--- config.mk ---
export PLATFORM = sky130hd
export DESIGN_NAME = processing_element_ms
export DESIGN_NICKNAME = d
export VERILOG_FILES = /design/src/rtl/pe_ms_pkg.sv /design/src/rtl/pe_mult_pipe.sv /design/src/rtl/processing_element_ms.sv
export SDC_FILE = /design/constraint.sdc
export NUM_CORES = 1
export LEC_CHECK = 0
export BUFFER_PORTS_ARGS = -buffer_cell sky130_fd_sc_hd__buf_4
export CAP_MARGIN = 20
export CELL_PAD_IN_SITES_DETAIL_PLACEMENT = 1
export CELL_PAD_IN_SITES_GLOBAL_PLACEMENT = 1
export CORE_MARGIN = 2
export CORE_UTILIZATION = 35
export CTS_BUF_LIST = sky130_fd_sc_hd__clkbuf_4
export DETAILED_ROUTE_END_ITERATION = 7
export GPL_ROUTABILITY_DRIVEN = 0
export GPL_TIMING_DRIVEN = 1
export PLACE_DENSITY_LB_ADDON = 0.1
export SLEW_MARGIN = 40
export SYNTH_ARGS = -nofsm -noshare
export SYNTH_HDL_FRONTEND = slang
export SYNTH_SLANG_ARGS = --single-unit
--- constraint.sdc ---
create_clock -name clk -period 6.21 [get_ports clk]
set_input_delay 0.3105 -clock clk [delete_from_list [all_inputs] [get_ports clk]]
set_output_delay 0.3105 -clock clk [all_outputs]
set_load 0.03 [all_outputs]
--- src/rtl/pe_ms_pkg.sv ---
// ============================================================================
// Module      : pe_ms_pkg
// Description : Shared types and helpers for the multi-mode systolic PE.
//               - state encoding (IDLE / OS_RUN / WS_LOAD / WS_RUN)
//               - dataflow mode encoding (MODE_OS / MODE_WS)
//               - sat_add(): width/signedness-parametrised saturating adder
// Revision    : 1.0 - initial release
// ============================================================================
`default_nettype none

package pe_ms_pkg;

    typedef logic [1:0] pe_state_t;
    localparam pe_state_t c_ST_IDLE    = 2'd0;
    localparam pe_state_t c_ST_OS_RUN  = 2'd1;
    localparam pe_state_t c_ST_WS_LOAD = 2'd2;
    localparam pe_state_t c_ST_WS_RUN  = 2'd3;

    typedef logic pe_mode_t;
    localparam pe_mode_t c_MODE_OS = 1'b0;
    localparam pe_mode_t c_MODE_WS = 1'b1;

    // Widest operand sat_add() handles; 'width' must be strictly below this.
    localparam int c_SAT_MAXW = 128;

    // Saturating add of two 'width'-bit values carried zero-extended in a
    // c_SAT_MAXW container. Result is returned zero-extended the same way.
    function automatic logic [c_SAT_MAXW-1:0] sat_add(
        input logic [c_SAT_MAXW-1:0] a,
        input logic [c_SAT_MAXW-1:0] b,
        input int                    width,
        input logic                  is_signed
    );
        logic [c_SAT_MAXW-1:0] one;
        logic [c_SAT_MAXW-1:0] mask;
        logic [c_SAT_MAXW-1:0] maxp;
        logic [c_SAT_MAXW-1:0] sum;
        logic [c_SAT_MAXW-1:0] res;
        logic [c_SAT_MAXW-1:0] tmp;
        logic                  carry;
        logic                  sa;
        logic                  sb;
        logic                  ss;
        one   = c_SAT_MAXW'(1);
        mask  = (one << width) - one;
        sum   = (a & mask) + (b & mask);
        tmp   = sum >> width;
        carry = tmp[0];
        tmp   = a >> (width - 1);
        sa    = tmp[0];
        tmp   = b >> (width - 1);
        sb    = tmp[0];
        tmp   = sum >> (width - 1);
        ss    = tmp[0];
        maxp  = mask >> 1;
        res   = sum & mask;
        if (!is_signed) begin
            if (carry) res = mask;
        end else if ((sa == sb) && (ss != sa)) begin
            // Same-sign operands produced an opposite-sign result.
            res = sa ? (mask & ~maxp) : maxp;
        end
        return res;
    endfunction

endpackage

`default_nettype wire

--- src/rtl/pe_mult_pipe.sv ---
// ============================================================================
// Module      : pe_mult_pipe
// Description : MUL_STAGE-deep multiplier with valid/tag tracking and stall.
//               Stage 1 is the operand register; the remaining MUL_STAGE-1
//               stages register the product. With MUL_STAGE=1 the product is
//               combinational from the operand register.
// Ports       : clk, rst_n (async, active-low)
//               i_en      - advance; 0 holds every register
//               i_clr     - synchronous clear, overrides i_en
//               i_a/i_b   - operands, i_valid/i_tag travel alongside them
//               o_prod    - product, o_valid/o_tag aligned to it
//               o_busy    - any valid bit inside the pipe
// Revision    : 1.0 - initial release
// ============================================================================
`default_nettype none

module pe_mult_pipe #(
    parameter int WIDTH_A   = 16,
    parameter int WIDTH_B   = 16,
    parameter int MUL_STAGE = 2,
    parameter int SIGNED    = 0
) (
    input  logic                       clk,
    input  logic                       rst_n,
    input  logic                       i_en,
    input  logic                       i_clr,
    input  logic [WIDTH_A-1:0]         i_a,
    input  logic [WIDTH_B-1:0]         i_b,
    input  logic                       i_valid,
    input  logic                       i_tag,
    output logic [WIDTH_A+WIDTH_B-1:0] o_prod,
    output logic                       o_valid,
    output logic                       o_tag,
    output logic                       o_busy
);

    localparam int c_WP = WIDTH_A + WIDTH_B;

    logic [WIDTH_A-1:0] r_a;
    logic [WIDTH_B-1:0] r_b;
    logic               r_v;
    logic               r_t;
    logic [c_WP-1:0]    w_mul;

    always_ff @(posedge clk or negedge rst_n) begin
        if (!rst_n) begin
            r_a <= '0;
            r_b <= '0;
            r_v <= 1'b0;
            r_t <= 1'b0;
        end else if (i_clr) begin
            r_a <= '0;
            r_b <= '0;
            r_v <= 1'b0;
            r_t <= 1'b0;
        end else if (i_en) begin
            r_a <= i_a;
            r_b <= i_b;
            r_v <= i_valid;
            r_t <= i_tag;
        end
    end

    if (SIGNED != 0) begin : g_smul
        assign w_mul = $signed(r_a) * $signed(r_b);
    end else begin : g_umul
        assign w_mul = c_WP'(r_a) * c_WP'(r_b);
    end

    if (MUL_STAGE <= 1) begin : g_comb_out
        assign o_prod  = w_mul;
        assign o_valid = r_v;
        assign o_tag   = r_t;
        assign o_busy  = r_v;
    end else begin : g_prod_regs
        localparam int c_NP = MUL_STAGE - 1;
        logic [c_WP-1:0] r_p [c_NP];
        logic [c_NP-1:0] r_pv;
        logic [c_NP-1:0] r_pt;

        always_ff @(posedge clk or negedge rst_n) begin
            if (!rst_n) begin
                for (int i = 0; i < c_NP; i++) r_p[i] <= '0;
                r_pv <= '0;
                r_pt <= '0;
            end else if (i_clr) begin
                for (int i = 0; i < c_NP; i++) r_p[i] <= '0;
                r_pv <= '0;
                r_pt <= '0;
            end else if (i_en) begin
                r_p[0]  <= w_mul;
                r_pv[0] <= r_v;
                r_pt[0] <= r_t;
                for (int i = 1; i < c_NP; i++) begin
                    r_p[i]  <= r_p[i-1];
                    r_pv[i] <= r_pv[i-1];
                    r_pt[i] <= r_pt[i-1];
                end
            end
        end

        assign o_prod  = r_p[c_NP-1];
        assign o_valid = r_pv[c_NP-1];
        assign o_tag   = r_pt[c_NP-1];
        assign o_busy  = r_v | (|r_pv);
    end

endmodule

`default_nettype wire

--- src/rtl/processing_element_ms.sv ---
// ============================================================================
// Module      : processing_element_ms
// Description : Systolic processing element with run-time dataflow mode:
//               output-stationary (OS, mode=0) or weight-stationary (WS,
//               mode=1). act flows east, wei flows south, partial sums or
//               drained OS results flow along the MAC chain.
// Ports       : clk, rst_n (async, active-low), mode, pipeline_en, reg_clear
//               act/act_valid, wei/wei_valid, preload, c_switch, cscan_en,
//               MAC_IN/MAC_in_valid  -> inputs
//               act_out/act_valid_out, wei_out/wei_valid_out, c_switch_out,
//               MAC_out/MAC_valid_out, busy -> outputs
// Options     : `define PE_MAC_SATURATE_EN makes the accumulate/psum adder
//               saturate instead of wrapping modulo 2^WIDTH_MAC.
// Revision    : 1.0 - initial release
// ============================================================================
`default_nettype none

module processing_element_ms
    import pe_ms_pkg::*;
#(
    parameter int WIDTH_A   = 16,
    parameter int WIDTH_B   = 16,
    parameter int WIDTH_MAC = 48,
    parameter int MUL_STAGE = 2,
    parameter int SIGNED    = 0
) (
    input  logic                 clk,
    input  logic                 rst_n,
    input  logic                 mode,
    input  logic                 pipeline_en,
    input  logic                 reg_clear,
    input  logic [WIDTH_A-1:0]   act,
    input  logic                 act_valid,
    input  logic [WIDTH_B-1:0]   wei,
    input  logic                 wei_valid,
    input  logic                 preload,
    input  logic                 c_switch,
    input  logic                 cscan_en,
    input  logic [WIDTH_MAC-1:0] MAC_IN,
    input  logic                 MAC_in_valid,
    output logic [WIDTH_A-1:0]   act_out,
    output logic                 act_valid_out,
    output logic [WIDTH_B-1:0]   wei_out,
    output logic                 wei_valid_out,
    output logic                 c_switch_out,
    output logic [WIDTH_MAC-1:0] MAC_out,
    output logic                 MAC_valid_out,
    output logic                 busy
);

    localparam int c_WP = WIDTH_A + WIDTH_B;

    pe_state_t            r_state;
    pe_state_t            w_state_nxt;
    logic [WIDTH_B-1:0]   r_wstat;
    logic [WIDTH_A-1:0]   r_act_out;
    logic                 r_act_v;
    logic [WIDTH_B-1:0]   r_wei_out;
    logic                 r_wei_v;
    logic                 r_csw_out;
    logic [WIDTH_MAC-1:0] r_acc;
    logic [WIDTH_MAC-1:0] r_shadow;
    logic                 r_shadow_v;
    logic [WIDTH_MAC-1:0] r_psum;
    logic                 r_psum_v;

    logic                 w_ws_state;
    logic                 w_eff_ws;
    logic                 w_issue;
    logic [WIDTH_B-1:0]   w_b;
    logic [c_WP-1:0]      w_prod;
    logic                 w_prod_valid;
    logic                 w_prod_tag;
    logic                 w_pipe_busy;
    logic [WIDTH_MAC-1:0] w_prod_ext;
    logic [WIDTH_MAC-1:0] w_mac_in_al;
    logic                 w_land_os;
    logic                 w_land_ws;
    logic [WIDTH_MAC-1:0] w_acc_add;
    logic [WIDTH_MAC-1:0] w_acc_sum;
    logic [WIDTH_MAC-1:0] w_psum_add;

    // ------------------------------------------------------------------
    // Mode resolution: in IDLE the mode pin decides, elsewhere the state.
    // ------------------------------------------------------------------
    assign w_ws_state = (r_state == c_ST_WS_LOAD) || (r_state == c_ST_WS_RUN);
    assign w_eff_ws   = w_ws_state || ((r_state == c_ST_IDLE) && (mode == c_MODE_WS));
    assign w_issue    = w_eff_ws ? act_valid : (act_valid & wei_valid);
    // The operand register samples r_wstat before a concurrent preload lands,
    // so an act arriving with preload still multiplies by the old weight.
    assign w_b        = w_eff_ws ? r_wstat : wei;

    always_comb begin
        w_state_nxt = r_state;
        case (r_state)
            c_ST_IDLE: begin
                if ((mode == c_MODE_OS) && act_valid && wei_valid) begin
                    w_state_nxt = c_ST_OS_RUN;
                end else if ((mode == c_MODE_WS) && preload) begin
                    w_state_nxt = c_ST_WS_LOAD;
                end
            end
            c_ST_WS_LOAD: w_state_nxt = c_ST_WS_RUN;
            c_ST_WS_RUN:  if (preload) w_state_nxt = c_ST_WS_LOAD;
            c_ST_OS_RUN:  w_state_nxt = c_ST_OS_RUN;
            default:      w_state_nxt = c_ST_IDLE;
        endcase
    end

    // The tag records which datapath issued the product, so it lands in the
    // right accumulator even if the mode pin moves while IDLE.
    pe_mult_pipe #(
        .WIDTH_A   (WIDTH_A),
        .WIDTH_B   (WIDTH_B),
        .MUL_STAGE (MUL_STAGE),
        .SIGNED    (SIGNED)
    ) u_mult (
        .clk     (clk),
        .rst_n   (rst_n),
        .i_en    (pipeline_en),
        .i_clr   (reg_clear),
        .i_a     (act),
        .i_b     (w_b),
        .i_valid (w_issue),
        .i_tag   (w_eff_ws),
        .o_prod  (w_prod),
        .o_valid (w_prod_valid),
        .o_tag   (w_prod_tag),
        .o_busy  (w_pipe_busy)
    );

    if (SIGNED != 0) begin : g_sext
        assign w_prod_ext = WIDTH_MAC'($signed(w_prod));
    end else begin : g_zext
        assign w_prod_ext = WIDTH_MAC'(w_prod);
    end

    // Upstream partial sum is delayed so it meets the product of the act
    // that was sampled one cycle earlier.
    if (MUL_STAGE <= 1) begin : g_mac_dly_none
        assign w_mac_in_al = MAC_IN;
    end else begin : g_mac_dly
        localparam int c_ND = MUL_STAGE - 1;
        logic [WIDTH_MAC-1:0] r_dly [c_ND];

        always_ff @(posedge clk or negedge rst_n) begin
            if (!rst_n) begin
                for (int i = 0; i < c_ND; i++) r_dly[i] <= '0;
            end else if (reg_clear) begin
                for (int i = 0; i < c_ND; i++) r_dly[i] <= '0;
            end else if (pipeline_en) begin
                r_dly[0] <= MAC_IN;
                for (int i = 1; i < c_ND; i++) r_dly[i] <= r_dly[i-1];
            end
        end

        assign w_mac_in_al = r_dly[c_ND-1];
    end

    assign w_land_os = w_prod_valid && (w_prod_tag == c_MODE_OS);
    assign w_land_ws = w_prod_valid && (w_prod_tag == c_MODE_WS);

`ifdef PE_MAC_SATURATE_EN
    assign w_acc_add  = WIDTH_MAC'(sat_add(c_SAT_MAXW'(r_acc), c_SAT_MAXW'(w_prod_ext),
                                           WIDTH_MAC, SIGNED != 0));
    assign w_psum_add = WIDTH_MAC'(sat_add(c_SAT_MAXW'(w_mac_in_al), c_SAT_MAXW'(w_prod_ext),
                                           WIDTH_MAC, SIGNED != 0));
`else
    assign w_acc_add  = r_acc + w_prod_ext;
    assign w_psum_add = w_mac_in_al + w_prod_ext;
`endif

    // Accumulator value including any product landing this edge; this is
    // what c_switch drains so no in-flight product is lost.
    assign w_acc_sum = w_land_os ? w_acc_add : r_acc;

    always_ff @(posedge clk or negedge rst_n) begin
        if (!rst_n) begin
            r_state    <= c_ST_IDLE;
            r_wstat    <= '0;
            r_act_out  <= '0;
            r_act_v    <= 1'b0;
            r_wei_out  <= '0;
            r_wei_v    <= 1'b0;
            r_csw_out  <= 1'b0;
            r_acc      <= '0;
            r_shadow   <= '0;
            r_shadow_v <= 1'b0;
            r_psum     <= '0;
            r_psum_v   <= 1'b0;
        end else if (reg_clear) begin
            r_state    <= c_ST_IDLE;
            r_wstat    <= '0;
            r_act_out  <= '0;
            r_act_v    <= 1'b0;
            r_wei_out  <= '0;
            r_wei_v    <= 1'b0;
            r_csw_out  <= 1'b0;
            r_acc      <= '0;
            r_shadow   <= '0;
            r_shadow_v <= 1'b0;
            r_psum     <= '0;
            r_psum_v   <= 1'b0;
        end else if (pipeline_en) begin
            r_state   <= w_state_nxt;
            r_act_out <= act;
            r_act_v   <= act_valid;
            r_wei_out <= wei;
            r_wei_v   <= wei_valid;
            r_csw_out <= c_switch;

            if (w_eff_ws && preload) r_wstat <= wei;

            // OS drain: c_switch has priority over a concurrent scan shift.
            if (!w_ws_state && c_switch) begin
                r_shadow   <= w_acc_sum;
                r_shadow_v <= 1'b1;
                r_acc      <= '0;
            end else begin
                r_acc <= w_acc_sum;
                if (!w_ws_state && cscan_en) begin
                    r_shadow   <= MAC_IN;
                    r_shadow_v <= MAC_in_valid;
                end
            end

            if (w_land_ws) r_psum <= w_psum_add;
            r_psum_v <= w_land_ws;
        end
    end

    assign act_out       = r_act_out;
    assign act_valid_out = r_act_v;
    assign wei_out       = r_wei_out;
    assign wei_valid_out = r_wei_v;
    assign c_switch_out  = r_csw_out;
    assign MAC_out       = w_ws_state ? r_psum : r_shadow;
    assign MAC_valid_out = w_ws_state ? r_psum_v : r_shadow_v;
    assign busy          = (r_state != c_ST_IDLE) || w_pipe_busy;

endmodule

`default_nettype wire

---- Word-level counts from Yosys, hierarchy flattened ----
Cells that the tools add are included.
cells by class
  muxes and demuxes ....................... 54
  $add $sub $neg .......................... 2
  reductions and logical operators ........ 23
  $mul .................................... 1
  bitwise gates (word level) .............. 4
  equal/unequal tests ..................... 5
operators by type and width
  operator                                                                 number
  48-bit two-way mux                                                       14
  16-bit two-way mux                                                       10
  48-bit by 32-bit adder with 48-bit output                                2
  32-bit two-way mux                                                       2
  16-bit by 16-bit multiplier with 32-bit output                           1
  1-bit two-way mux                                                        22
  2-bit two-way mux                                                        5
  1-bit logical AND                                                        9
  2-bit case mux with 4 select lines                                       1
  2-bit nonzero test                                                       4
  2-bit AND reduction                                                      3
  2-bit equality test, second input constant                               2
  4-bit by 2-bit inequality test with 1-bit output, second input constant  1
  1-bit logical OR                                                         3
  3-bit inequality test, second input constant                             1
  3-bit AND reduction                                                      1
  3-bit nonzero test                                                       1
  2-bit by 1-bit equality test with 1-bit output, second input constant    1
  2-bit zero test                                                          1
  1-bit NOT                                                                2
  1-bit bitwise AND                                                        1
  1-bit zero test                                                          1
  1-bit OR                                                                 1
word-level totals
  input bits .............................. 91
  bits in registers ....................... 299
  logic and storage cells ................. 108
  output and inout bits ................... 85

---- Depth between registers and ports, before layout ----
Gate-level depths: netlist of run 1.
  depth in word-level cells ............... 8
  mapped depth ............................ 24
  mapped depth without buffers ............ 22

---- By module ----
From an unflattened synthesis of run 1, not the netlist that was laid out.
unflattened totals
  cell total of the unflattened synthesis .. 2,902
  area, all modules ....................... 26,457.9 um2
modules (own cells, without submodules)
  module                 times used  area each (um2)  seq. area each (um2)  cells an instance
  processing_element_ms  1           15,213.3         6,180.9               1,668
  pe_mult_pipe           1           11,244.5         1,701.6               1,234

---- Least setup slack after synthesis of run 1 ----
Ideal clock, no wire load.
  path type ............................... reg-to-reg
  start point ............................. reg, netlist name act_out[10]
  end point ............................... reg u_mult.g_prod_regs.r_p (netlist bit u_mult.o_prod[31])
  setup time .............................. 0.122 ns
  setup slack ............................. -0.079 ns
  data arrival time ....................... 6.167 ns
  data required time ...................... 6.088 ns
  stages on the path, launching flop included .. 21
  cells stage by stage .................... dfrtp_1 clkbuf_1 nand2_1 fa_1 fa_1 fa_1 fa_1 inv_1 fa_1 inv_1 fa_1 inv_1 ha_1 a21oi_1 nand2_1 nor2_1 a211oi_1 o41a_1 a31o_1 or3_1 a32o_1
RTL lines
  what                             RTL line            RTL
  to (signal, indexed assignment)  pe_mult_pipe.sv:95  r_p[i] <= r_p[i-1];
  to (decl)                        pe_mult_pipe.sv:77  logic [c_WP-1:0] r_p [c_NP];

==> results of run 1 <==
[worst max path at each step]
stage	cells past startpoint	slack, ns	endpoint	startpoint
floorplan	22	0.005	u_mult.o_prod[31]	act_out[7]
global placement	21	0.12	u_mult.o_prod[29]	u_mult.r_b[3]
detailed placement	20	-0.02	u_mult.o_prod[31]	u_mult.r_b[3]
CTS	21	0.008	u_mult.o_prod[31]	u_mult.r_b[5]
global route	20	-0.06	u_mult.o_prod[31]	act_out[7]
finish	21	0.14	u_mult.o_prod[31]	act_out[5]
[area by class of cell]
cell class / instances / share of cell area
Timing Repair Buffer: 426 / 0.116
Clock inverter: 28 / 0.00591
Tap cell: 950 / 0.0382
Inverter: 259 / 0.0312
Clock buffer: 142 / 0.0342
Multi-Input combinational cell: 2080 / 0.533
Sequential cell: 299 / 0.241
Antenna cell: 6 / 0.000482
[cells by family (layout without fill, tap and decap cells)]
| logic type | after synthesis | in the layout |
|---|---|---|
| AO/OA/AOI/OAI | 570 | 570 |
| XOR/XNOR | 112 | 112 |
| adder cells (fa/ha/maj) | 368 | 368 |
| buffers and inverters | 405 | 855 |
| flip-flops | 299 | 299 |
| multiplexers | 162 | 162 |
| other | 0 | 6 |
| AND/OR/NAND/NOR | 868 | 868 |
[synthesized netlist by cell type (4+ instances only)]
| cell type | number |
|---|---|
| o21bai_1 | 7 |
| nor4_1 | 4 |
| or3_1 | 7 |
| xnor2_1 | 77 |
| a21o_1 | 50 |
| clkbuf_1 | 130 |
| ha_1 | 172 |
| mux2i_1 | 113 |
| o221ai_1 | 10 |
| and2_1 | 123 |
| o21ai_1 | 36 |
| or2_2 | 4 |
| nand3_1 | 38 |
| and4_1 | 5 |
| nor2_1 | 208 |
| buf_2 | 8 |
| a32oi_1 | 8 |
| fa_1 | 196 |
| a311oi_1 | 19 |
| buf_1 | 8 |
| dfrtp_1 | 299 |
| mux2_2 | 49 |
| a21oi_1 | 125 |
| and3_1 | 15 |
| nand2_1 | 394 |
| nor3_1 | 15 |
| o211ai_1 | 10 |
| o31a_1 | 5 |
| a32o_1 | 4 |
| nand2b_1 | 16 |
| inv_1 | 258 |
| a22o_1 | 40 |
| xor2_1 | 35 |
| nor2b_1 | 9 |
| a31oi_1 | 23 |
| a211oi_1 | 19 |
| o21a_1 | 10 |
| o21ai_0 | 146 |
| o31ai_1 | 15 |
| nand4_1 | 17 |
[stage by stage]
stage	setup TNS (ns)	area (um^2)	instances	hold slack (ns)	util
6_report	0	31100	4190	0.252	0.435
3_3_place_gp	0	28100	3855	0.391	0.393
3_5_place_dp	-0.0372	28100	3856	0.390	0.393
2_1_floorplan	0	25400	2784	0.0149	-
5_1_grt	-0.136	31100	4190	0.159	0.435
4_1_cts	0	30600	4151	0.152	0.428
[power by group]
| part | total (mW) | internal, mW | switching [mW] |
|---|---|---|---|
| sequential | 2.18 | 2.05 | 0.131 |
| clock | 2.12 | 1.13 | 0.996 |
| combinational | 1.80 | 0.737 | 1.06 |
| total | 6.10 | 3.91 | 2.19 |
[metal layers]
metal,track usage,vias up
met1,0.315,11200
met4,0.0761,2
li1,-,10200
met5,0,-
met2,0.397,418
met3,0.0315,139
[worst max-delay path, stage by stage (launching register included)]
cell and delay [ns]:
dfrtp_2 0.44, buf_12 0.15, and2_1 0.17, fa_1 0.53, inv_1 0.05, fa_1 0.52
inv_2 0.04, fa_2 0.57, fa_2 0.44, fa_1 0.56, inv_2 0.04, fa_1 0.51
inv_2 0.05, ha_4 0.16, a211oi_2 0.23, nor2_2 0.07, nor2_4 0.11, o31ai_4 0.06
o41a_1 0.45, a31o_1 0.25, or3_1 0.30, a32o_1 0.22
[state kept, by name (all words and copies together) (netlist names)]
name             flops
act_out             16
act_valid_out        1
c_switch_out         1
g_mac_dly.r_dly     48
r_acc               48
r_psum              48
r_psum_v             1
r_shadow            48
r_shadow_v           1
r_state              2
r_wstat             16
u_mult.o_prod       32
u_mult.o_tag         1
u_mult.o_valid       1
u_mult.r_b          16
u_mult.r_t           1
u_mult.r_v           1
wei_out             16
wei_valid_out        1
[repair_timing]
action,in CTS,in global routing
gates resized for setup,7,73
pin swaps,0,52
endpoints found under the hold margin,259,0
setup endpoints to repair,4,8
hold buffers,122,0
buffers inserted,3,34
==> results by group, run 1 <==
Outcome
  • Status: finished clean

Synth
  • Simple-gate share of the synthesized area: 0.154
  • Post-synth EDFFs: 0
  • YS warnings: 0
  • Post-Syn Nets: ~3,200
  • Largest family of logic cells by synthesized area: adder cells
  • Synthesized area: around 25,000 um^2
  • Synth Instances: between 2,000 and 3,000
  • Synth Area in XOR/XNOR: 0.0387
  • Post-synthesis mux area share: 0.0663
  • Post-synthesis compound-gate area fraction: 0.146
  • Synth Area in Adders: 0.239
  • Synth Flop Type: dfrtp_1
  • Yosys cell types: 74
  • Top cells by area, synth: dfrtp_1 (29%), fa_1 (15%), ha_1 (8.5%), nand2_1 (5.8%), mux2i_1 (4.5%)
  • Synth area leader: dfrtp_1
  • Post-synth top area share: 0.295
  • Register area share after synthesis: 0.295
  • Yosys reg bits: about 300
  • Asr flop ratio synth: 1.00
  • Mean Syn Cell Area: 9.11 um^2

Global routing
  • Gr usage total: 0.236
  • Total congestion overflow: 0
  • Vias in the first global route: 24,000
  • Initial antenna violation count: 4
  • Largest net degree at the start of global routing: between 100 and 150
  • First-pass GRT wire length: about 140,000 um

Critical path
  • Data arrival time of the critical path: 6.73 ns
  • Crit. End Element: register
  • Max FO, Critical Path: 7
  • Crit Path Category: reg2reg
  • Required time worst endpoint: approximately 7 ns
  • Element type at the critical path start: register
  • Worst R2R Path Depth: 21
  • R2R Path End: u_mult.o_prod[31]
  • Register-to-register path setup slack: 0.14 ns
  • R2R Path Start: act_out[5]

Placed design
  • Port bufs: between 150 and 200
  • Pre-CTS setup slack: -0.0211 ns
  • Post-detail-place hpwl: 65,000 um

Worst hold path
  • Hold Crit Start: act[8]
  • Min-delay worst type: in2reg
  • Endpoint, Worst Hold: act_out[8]
  • Hold depth: 4

Die
  • Die Area: approximately 75,000 um^2
  • Die W: approximately 270 um
  • Floorplan row count: 98
  • Ports: around 180
  • Initial Util: 0.354
  • Core area: 71,600 um^2
  • Die height: about 270 um

Job
  • Max-cap viol count: 0

Cells and area
  • Share of cells above drive strength 1: 0.187
  • Multi-input logic area: 16,600 um^2
  • Seq. cell area: around 7500 um^2
  • Area growth, synth to finish: 22.7%
  • Fillers: ~8,300
  • Most common cell after layout, fill and taps aside: nand2_1
  • Commonest cells after routing, fill and taps aside: nand2_1 (388), buf_4 (283), dfrtp_1 (275), inv_1 (249), nor2_1 (198)
  • Post-layout nets: between 3,000 and 4,000

Routing
  • DR iter-0 viols: between 1,000 and 1,500
  • Met2 wire len: between 40,000 and 50,000 um
  • Vias/cell: between 5 and 6
  • Total number of vias: 22,000
  • Remaining DRCs: 0
  • Max Used Layer: met5
  • Met3 routed WL: 3010 um
  • Final WL: between 80,000 and 90,000 um
  • ANT nets after route: 0
  • DR pass1 iterations: 5
  • Wirelength per Cell: around 21 um
  • M1 WL: around 40,000 um

Timing
  • Min setup slack post-route: around 0.14 ns
  • Final Hold Fails: 0
  • Achievable frequency: roughly 0.16 GHz
  • Slew Limit Fails: 0
  • Max_slew headroom: 0.426
  • Unrepaired setup endpoints after global routing: true
  • Period utilization: 0.978
  • Fin crit period: between 6 and 7 ns
  • Final setup viols: 0
  • Worst Max-Slew Pin Slew: about 0.86 ns
  • Max Clock Skew: ~0.095 ns

Clock network
  • TritonCTS Buffers: 96
  • Clock slew at reported path FFs: 0.07 ns
  • CTS tree: built
  • CTS Buffer Depth: 3
  • Clk_lat worst skew: a little under 0.9 ns
  • H-tree levels: 3
  • Root Buffer: clkbuf_4
  • Sink Count: 299

Power
  • Power per cell area: 196 nW/um^2
  • Leak: 15.2 nW
  • Peak supply drop: ~0.00011 V
  • Total Power: 6.10 mW
No activity file was read; power rests on OpenSTA's default activity.
==> run 2: changes to the inputs <==
CORE_UTILIZATION = 27   (was 35)
SYNTH_HIERARCHICAL = 1   (was default)
==> results by group, run 2 <==
Synth
  • Most frequent cell after synthesis: nand2_1
  • Top cells by count, synth: nand2_1 (396), dfrtp_1 (315), inv_1 (266), nor2_1 (230), fa_1 (196)
  • Synth area leader: dfrtp_1
  • Post-synth EDFFs: 0 (unchanged)
  • YS warnings: 6 (+6)
  • Post-synth top area share: 0.298 (+0.00301)
  • Register area share after synthesis: 0.298 (+0.00301)
  • Post-Syn Nets: 3,361 (+3.6%)
  • Yosys reg bits: 315 (+5.4%)
  • Synth Flop Type: dfrtp_1
  • Yosys cell types: 86 (+16%)
  • Synth Instances: 2,902 (+4.2%)
  • Top cells by area, synth: dfrtp_1 (30%), fa_1 (15%), ha_1 (8.1%), mux2i_1 (5.9%), nand2_1 (5.6%)
  • Mean Syn Cell Area: 9.12 um^2 (about the same)
  • Synthesized area: 26,500 um^2 (+4.3%)
  • Asr flop ratio synth: 1.00 (unchanged)

Timing
  • Unrepaired setup endpoints after global routing: false
  • Final Hold Fails: 0 (unchanged)
  • Max_slew headroom: 0.442 (+0.0160)
  • Achievable frequency: 0.168 GHz (+1.8%)
  • Slew Limit Fails: 0 (unchanged)
  • Min setup slack post-route: 0.242 ns (+0.107 ns)
  • Max Clock Skew: 0.0605 ns (-0.0344 ns)
  • Fin crit period: 5.97 ns (-0.107 ns)
  • Final setup viols: 0 (unchanged)
  • Worst Max-Slew Pin Slew: 0.830 ns (-0.0310 ns)
  • Period utilization: 0.961 (-0.0172)

Cells and area
  • Fillers: 11,200 (+35%)
  • Commonest cells after routing, fill and taps aside: nand2_1 (394), dfrtp_1 (298), inv_1 (266), buf_4 (242), nor2_1 (223)
  • Share of cells above drive strength 1: 0.160 (-0.0265)
  • Seq. cell area: 7910 um^2 (+5.2%)
  • Multi-input logic area: 17,200 um^2 (+3.5%)
  • Area growth, synth to finish: 21.2%
  • Most common cell after layout, fill and taps aside: nand2_1
  • Post-layout nets: 3,690 (+1.9%)
  • Final Instance Area: 32,100 um^2 (+3.0%)

Outcome
  • Status: finished clean

Global routing
  • Vias in the first global route: 25,200 (+4.8%)
  • Total congestion overflow: 0 (unchanged)
  • Gr usage total: 0.198 (-0.0384)
  • Initial antenna violation count: 12 (+8)
  • First-pass GRT wire length: 152,000 um (+11%)
  • Largest net degree at the start of global routing: 116 (+13%)

Critical path
  • Element type at the critical path start: register
  • Largest stage delay on the critical path: 0.55 ns (-0.02 ns)
  • Data arrival time of the critical path: 6.67 ns (-0.06 ns)
  • Required time worst endpoint: 6.91 ns (+0.04 ns)
  • Max FO, Critical Path: 9 (+2)
  • Most frequent cell on the critical path: fa_1
  • Register-to-register path setup slack: 0.24 ns (+0.11 ns)
  • Worst-path cell chain: buf_4 -> nand2_1 -> fa_1 -> inv_1 -> fa_1 -> fa_1 -> fa_1 -> fa_1 -> inv_1 -> fa_1 -> inv_1 -> ha_1 -> a21oi_2 -> o211ai_1 -> o211ai_1 -> a31oi_1 -> a311oi_2 -> xor2_1 -> o21ai_1
  • Crit Path Category: reg2reg
  • Slowest stage cell, crit path: fa_1
  • Crit. End Element: register

Die
  • Core area: 96,900 um^2 (+35%)
  • Die W: 317 um (+16%)
  • Initial Util: 0.273 (-0.0811)
  • Ports: 176 (unchanged)
  • Die height: 317 um (+16%)
  • Die Area: 101,000 um^2 (+35%)
  • Floorplan row count: 114 (+16%)

Clock network
  • Clk_lat worst skew: 0.89 ns (+0.02 ns)
  • CTS Buffer Depth: 3 (unchanged)
  • H-tree levels: 3 (unchanged)
  • TritonCTS Buffers: 98 (+2.1%)
  • Clock slew at reported path FFs: 0.07 ns (about the same)
  • Root Buffer: clkbuf_4
  • Sink Count: 315 (+5.4%)
  • CTS tree: built

Worst hold path
  • Min-delay worst type: in2reg

Routing
  • ANT nets after route: 0 (unchanged)
  • Wirelength per Cell: 21.7 um (+3.4%)
  • DR pass1 iterations: 5 (unchanged)
  • Vias/cell: 4.98 (-5.0%)
  • Final WL: 98,900 um (+13%)
  • Total number of vias: 22,700 (+3.5%)
  • DR iter-0 viols: 1,002 (-3.1%)
  • Remaining DRCs: 0 (unchanged)

Power
  • Peak supply drop: 0.000102 V (-5.6%)
  • Total Power: 5.82 mW (-4.5%)
  • Leak: 15.8 nW (+4.0%)
  • Power per cell area: 182 nW/um^2 (-7.3%)

Placed design
  • Post-detail-place hpwl: 72,800 um (+12%)
  • Dpl cell area: 29,500 um^2 (+4.7%)
  • Port bufs: 175 (unchanged)
  • Pre-CTS setup slack: -0.0293 ns (-0.00815 ns)

Job
  • Max-cap viol count: 0 (unchanged)
[run 2: critical path, delay by kind of cell, from the launching register on]
kind / cells / cell delay, ns
buffers and inverters: 4 / 0.36
adder cells (fa/ha/maj): 7 / 3.63
flip-flops: 1 / 0.50
AO/OA/AOI/OAI: 6 / 1.01
AND/OR/NAND/NOR: 1 / 0.09
XOR/XNOR: 1 / 0.19
[run 2: where the power goes]
part           switching, mW  internal (mW)
Sequential             0.120           2.15
Combinational          0.920          0.558
Clock                   1.02           1.05
Total                   2.06           3.76
[run 2: kinds of logic (layout without fill, tap and decap cells)]
family	after synthesis	in the layout	synth area share
xor+xnor	86	86	0.0285
buf+inv	414	800	0.0590
mux	204	204	0.0795
other cells	0	1	0
simple gates	949	949	0.164
fa+ha+maj	368	368	0.230
flops	315	315	0.298
compound gates	566	566	0.142
[run 2: through the flow]
stage / hold slack [ns] / utilization / instances / setup TNS (ns)
CTS: 0.0244 / 0.329 / 4552 / 0
global route: 0.202 / 0.331 / 4565 / 0
detailed placement: 0.428 / 0.304 / 4274 / -0.0428
floorplan: 0.0149 / - / 2902 / 0
finish: 0.228 / 0.331 / 4565 / 0
global placement: 0.421 / 0.304 / 4273 / 0
[run 2: repair_timing]
| item | 4_1_cts | 5_1_grt |
|---|---|---|
| setup buffers | 0 | 10 |
| cloned | 0 | 0 |
| setup endpoints to repair | 3 | 12 |
| gates resized for setup | 4 | 34 |
| endpoints found under the hold margin | 283 | 32 |
| pin swaps | 0 | 3 |
| hold buffers | 121 | 1 |
[run 2: path summary, 6_finish.rpt]
| kind | from | end | cells after the start |
|---|---|---|---|
| max in group asynchronous | rst_n | u_mult/r_a[10] | 4 |
| worst min-delay path | act[3] | u_mult/r_a[3] | 4 |
| min in group asynchronous | rst_n | g_mac_dly.r_dly[28] | 3 |
| worst max register to register | u_mult/r_b[12] | u_mult/o_prod[26] | 19 |
| worst min register to register | r_shadow[23] | r_shadow[23] | 1 |
| worst max-delay path | u_mult/r_b[12] | u_mult/o_prod[26] | 19 |
[run 2: metal layers]
layer | track usage | wire length [um]
met5 | 0 | 0
met1 | 0.259 | 44200
met4 | 0.0602 | 2230
met3 | 0.0187 | 2890
met2 | 0.345 | 49700
[run 2: final cells by class]
cell class	instances	area share
Multi-Input combinational cell	2173	0.535
Sequential cell	315	0.247
Timing Repair Buffer	376	0.101
Tap cell	1276	0.0498
Clock buffer	139	0.0325
Inverter	267	0.0313
Clock inverter	18	0.00332
Antenna cell	1	0.0000780
==> run 3: changes to the inputs <==
CTS_BUF_LIST = sky130_fd_sc_hd__clkbuf_16   (was sky130_fd_sc_hd__clkbuf_4)
==> results by group, run 3 (same netlist as run 2, synthesis figures left out) <==
Critical path
  • Cell family with most CP delay: adder cells
  • R2R Path Start: u_mult/r_b[12]
  • Crit Path Category: reg2reg
  • Data arrival time of the critical path: 6.40 ns (-0.27 ns)
  • Buf+Inv Stages, Crit Path: 4 (unchanged)
  • Largest stage delay on the critical path: 0.55 ns (about the same)
  • Crit. End Element: register
  • Slowest stage cell, crit path: fa_1
  • Required time worst endpoint: 6.64 ns (-0.27 ns)
  • Origin of the worst setup path: u_mult/r_b[12]
  • Max FO, Critical Path: 9 (unchanged)
  • Element type at the critical path start: register
  • Register-to-register path setup slack: 0.24 ns (about the same)
  • Worst-path cell chain: buf_4 -> nand2_1 -> fa_1 -> inv_1 -> fa_1 -> fa_1 -> fa_1 -> fa_1 -> inv_1 -> fa_1 -> inv_1 -> ha_1 -> a21oi_2 -> o211ai_1 -> o211ai_1 -> a31oi_1 -> a211oi_2 -> xor2_1 -> o21ai_1
  • Most frequent cell on the critical path: fa_1

Timing
  • Period utilization: 0.961 (about the same)
  • Achievable frequency: 0.168 GHz (about the same)
  • Slew Limit Fails: 0 (unchanged)
  • Unrepaired setup endpoints after global routing: false
  • Final TNS setup: 0 ns (unchanged)
  • Max Clock Skew: 0.0311 ns (-0.0293 ns)
  • Fin crit period: 5.97 ns (-0.000332 ns)
  • Max_slew headroom: 0.443 (+0.00145)
  • Worst Max-Slew Pin Slew: 0.828 ns (-0.00215 ns)
  • Final setup viols: 0 (unchanged)
  • Final Hold Fails: 0 (unchanged)

Cells and area
  • Share of cells above drive strength 1: 0.139 (-0.0211)
  • Multi-input logic area: 17,200 um^2 (unchanged)
  • Most common cell after layout, fill and taps aside: nand2_1
  • Commonest cells after routing, fill and taps aside: nand2_1 (394), dfrtp_1 (298), inv_1 (273), buf_4 (242), nor2_1 (223)
  • Non-filler cells, final: 4,439 (-2.8%)
  • Post-layout nets: 3,591 (-2.7%)
  • Fillers: 11,100 (-0.72%)
  • Area growth, synth to finish: 20.1%
  • Seq. cell area: 7910 um^2 (unchanged)
  • Final Instance Area: 31,800 um^2 (-0.95%)

Routing
  • DR iter-0 viols: 1,030 (+2.8%)
  • Vias/cell: 4.98 (+0.13%)
  • Remaining DRCs: 0 (unchanged)
  • Final WL: 98,100 um (-0.84%)
  • Wirelength per Cell: 22.1 um (+2.0%)
  • Total number of vias: 22,100 (-2.6%)
  • DR pass1 iterations: 5 (unchanged)
  • ANT nets after route: 0 (unchanged)

Clock network
  • Clk_lat worst skew: 0.60 ns (-0.29 ns)
  • Sink Count: 315 (unchanged)
  • Clock slew at reported path FFs: 0.06 ns (about the same)
  • CTS Buffer Depth: 3 (unchanged)
  • H-tree levels: 2 (-1)
  • TritonCTS Buffers: 42 (-57%)
  • Root Buffer: clkbuf_16
  • CTS tree: built

Global routing
  • Total congestion overflow: 0 (unchanged)
  • Vias in the first global route: 24,300 (-3.4%)
  • Initial antenna violation count: 11 (-1)
  • First-pass GRT wire length: 150,000 um (-1.6%)
  • Largest net degree at the start of global routing: 116 (unchanged)
  • Gr usage total: 0.195 (-0.00297)

Worst hold path
  • Min-delay worst type: in2reg
  • Hold Crit Start: MAC_IN[9]

Die
  • Initial Util: 0.273 (unchanged)
  • Ports: 176 (unchanged)
  • Core area: 96,900 um^2 (unchanged)
  • Die Area: 101,000 um^2 (unchanged)
  • Die W: 317 um (unchanged)
  • Floorplan row count: 114 (unchanged)
  • Die height: 317 um (unchanged)

Outcome
  • Status: finished clean

Placed design
  • DP Cell Count: 4,274 (unchanged)
  • Post-detail-place hpwl: 72,800 um (unchanged)
  • Port bufs: 175 (unchanged)
  • Dpl cell area: 29,500 um^2 (unchanged)

Power
  • Peak supply drop: 0.000150 V (+48%)
  • Power per cell area: 191 nW/um^2 (+5.4%)
  • Total Power: 6.08 mW (+4.4%)
  • Leak: 15.5 nW (-1.8%)

Job
  • Max-cap viol count: 0 (unchanged)
-- run 3: metrics by stage --
| stage | setup slack [ns] | hold slack, ns | util |
|---|---|---|---|
| 4_1_cts | 0.0559 | 0.000491 | 0.325 |
| 5_1_grt | 0.000934 | 0.0369 | 0.328 |
| 3_5_place_dp | -0.0293 | 0.428 | 0.304 |
| 2_1_floorplan | 0.308 | 0.0149 | - |
| 3_3_place_gp | 0.0640 | 0.421 | 0.304 |
| 6_report | 0.243 | 0.0441 | 0.328 |
-- run 3: worst paths after layout --
kind / end / cells after the start
worst min register to register: r_shadow[23] / 1
max in group asynchronous: u_mult/r_a[10] / 3
worst max-delay path: u_mult/o_prod[30] / 19
worst max register to register: u_mult/o_prod[30] / 19
min in group asynchronous: r_shadow[25] / 2
worst min-delay path: g_mac_dly.r_dly[9] / 3
-- run 3: tightest hold or removal path: cells and delay by family --
family                 cells  cell delay [ns]
muxes                      1             0.07
and+or+nand+nor            1             0.08
buffers and inverters      1             0.11
-- run 3: cell type report --
cell class | count | share of cell area
antenna | 1 | 0.0000788
tap | 1276 | 0.0503
clock buffer | 42 | 0.0331
multi-input combinational | 2173 | 0.541
inverter | 267 | 0.0316
timing repair buffer | 333 | 0.0887
clock inverter | 32 | 0.00678
sequential | 315 | 0.249
-- run 3: power by group --
part / internal [mW] / total [mW] / switching, mW
sequential: 2.15 / 2.27 / 0.120
clock: 1.31 / 2.35 / 1.04
combinational: 0.541 / 1.46 / 0.916
-- run 3: per-layer routing --
layer | GRT usage | wire [um]
met1 | 0.258 | 44000
met2 | 0.340 | 48900
met3 | 0.0200 | 3030
met4 | 0.0481 | 2160
met5 | 0 | 10
-- run 3: repair_timing --
action                     in CTS  in global routing
hold buffers                   78                  0
setup endpoints to repair       3                 12
pin swaps                       0                  3
hold endpoints to repair      213                  0
gates resized for setup         4                 34
setup buffers                   0                 11
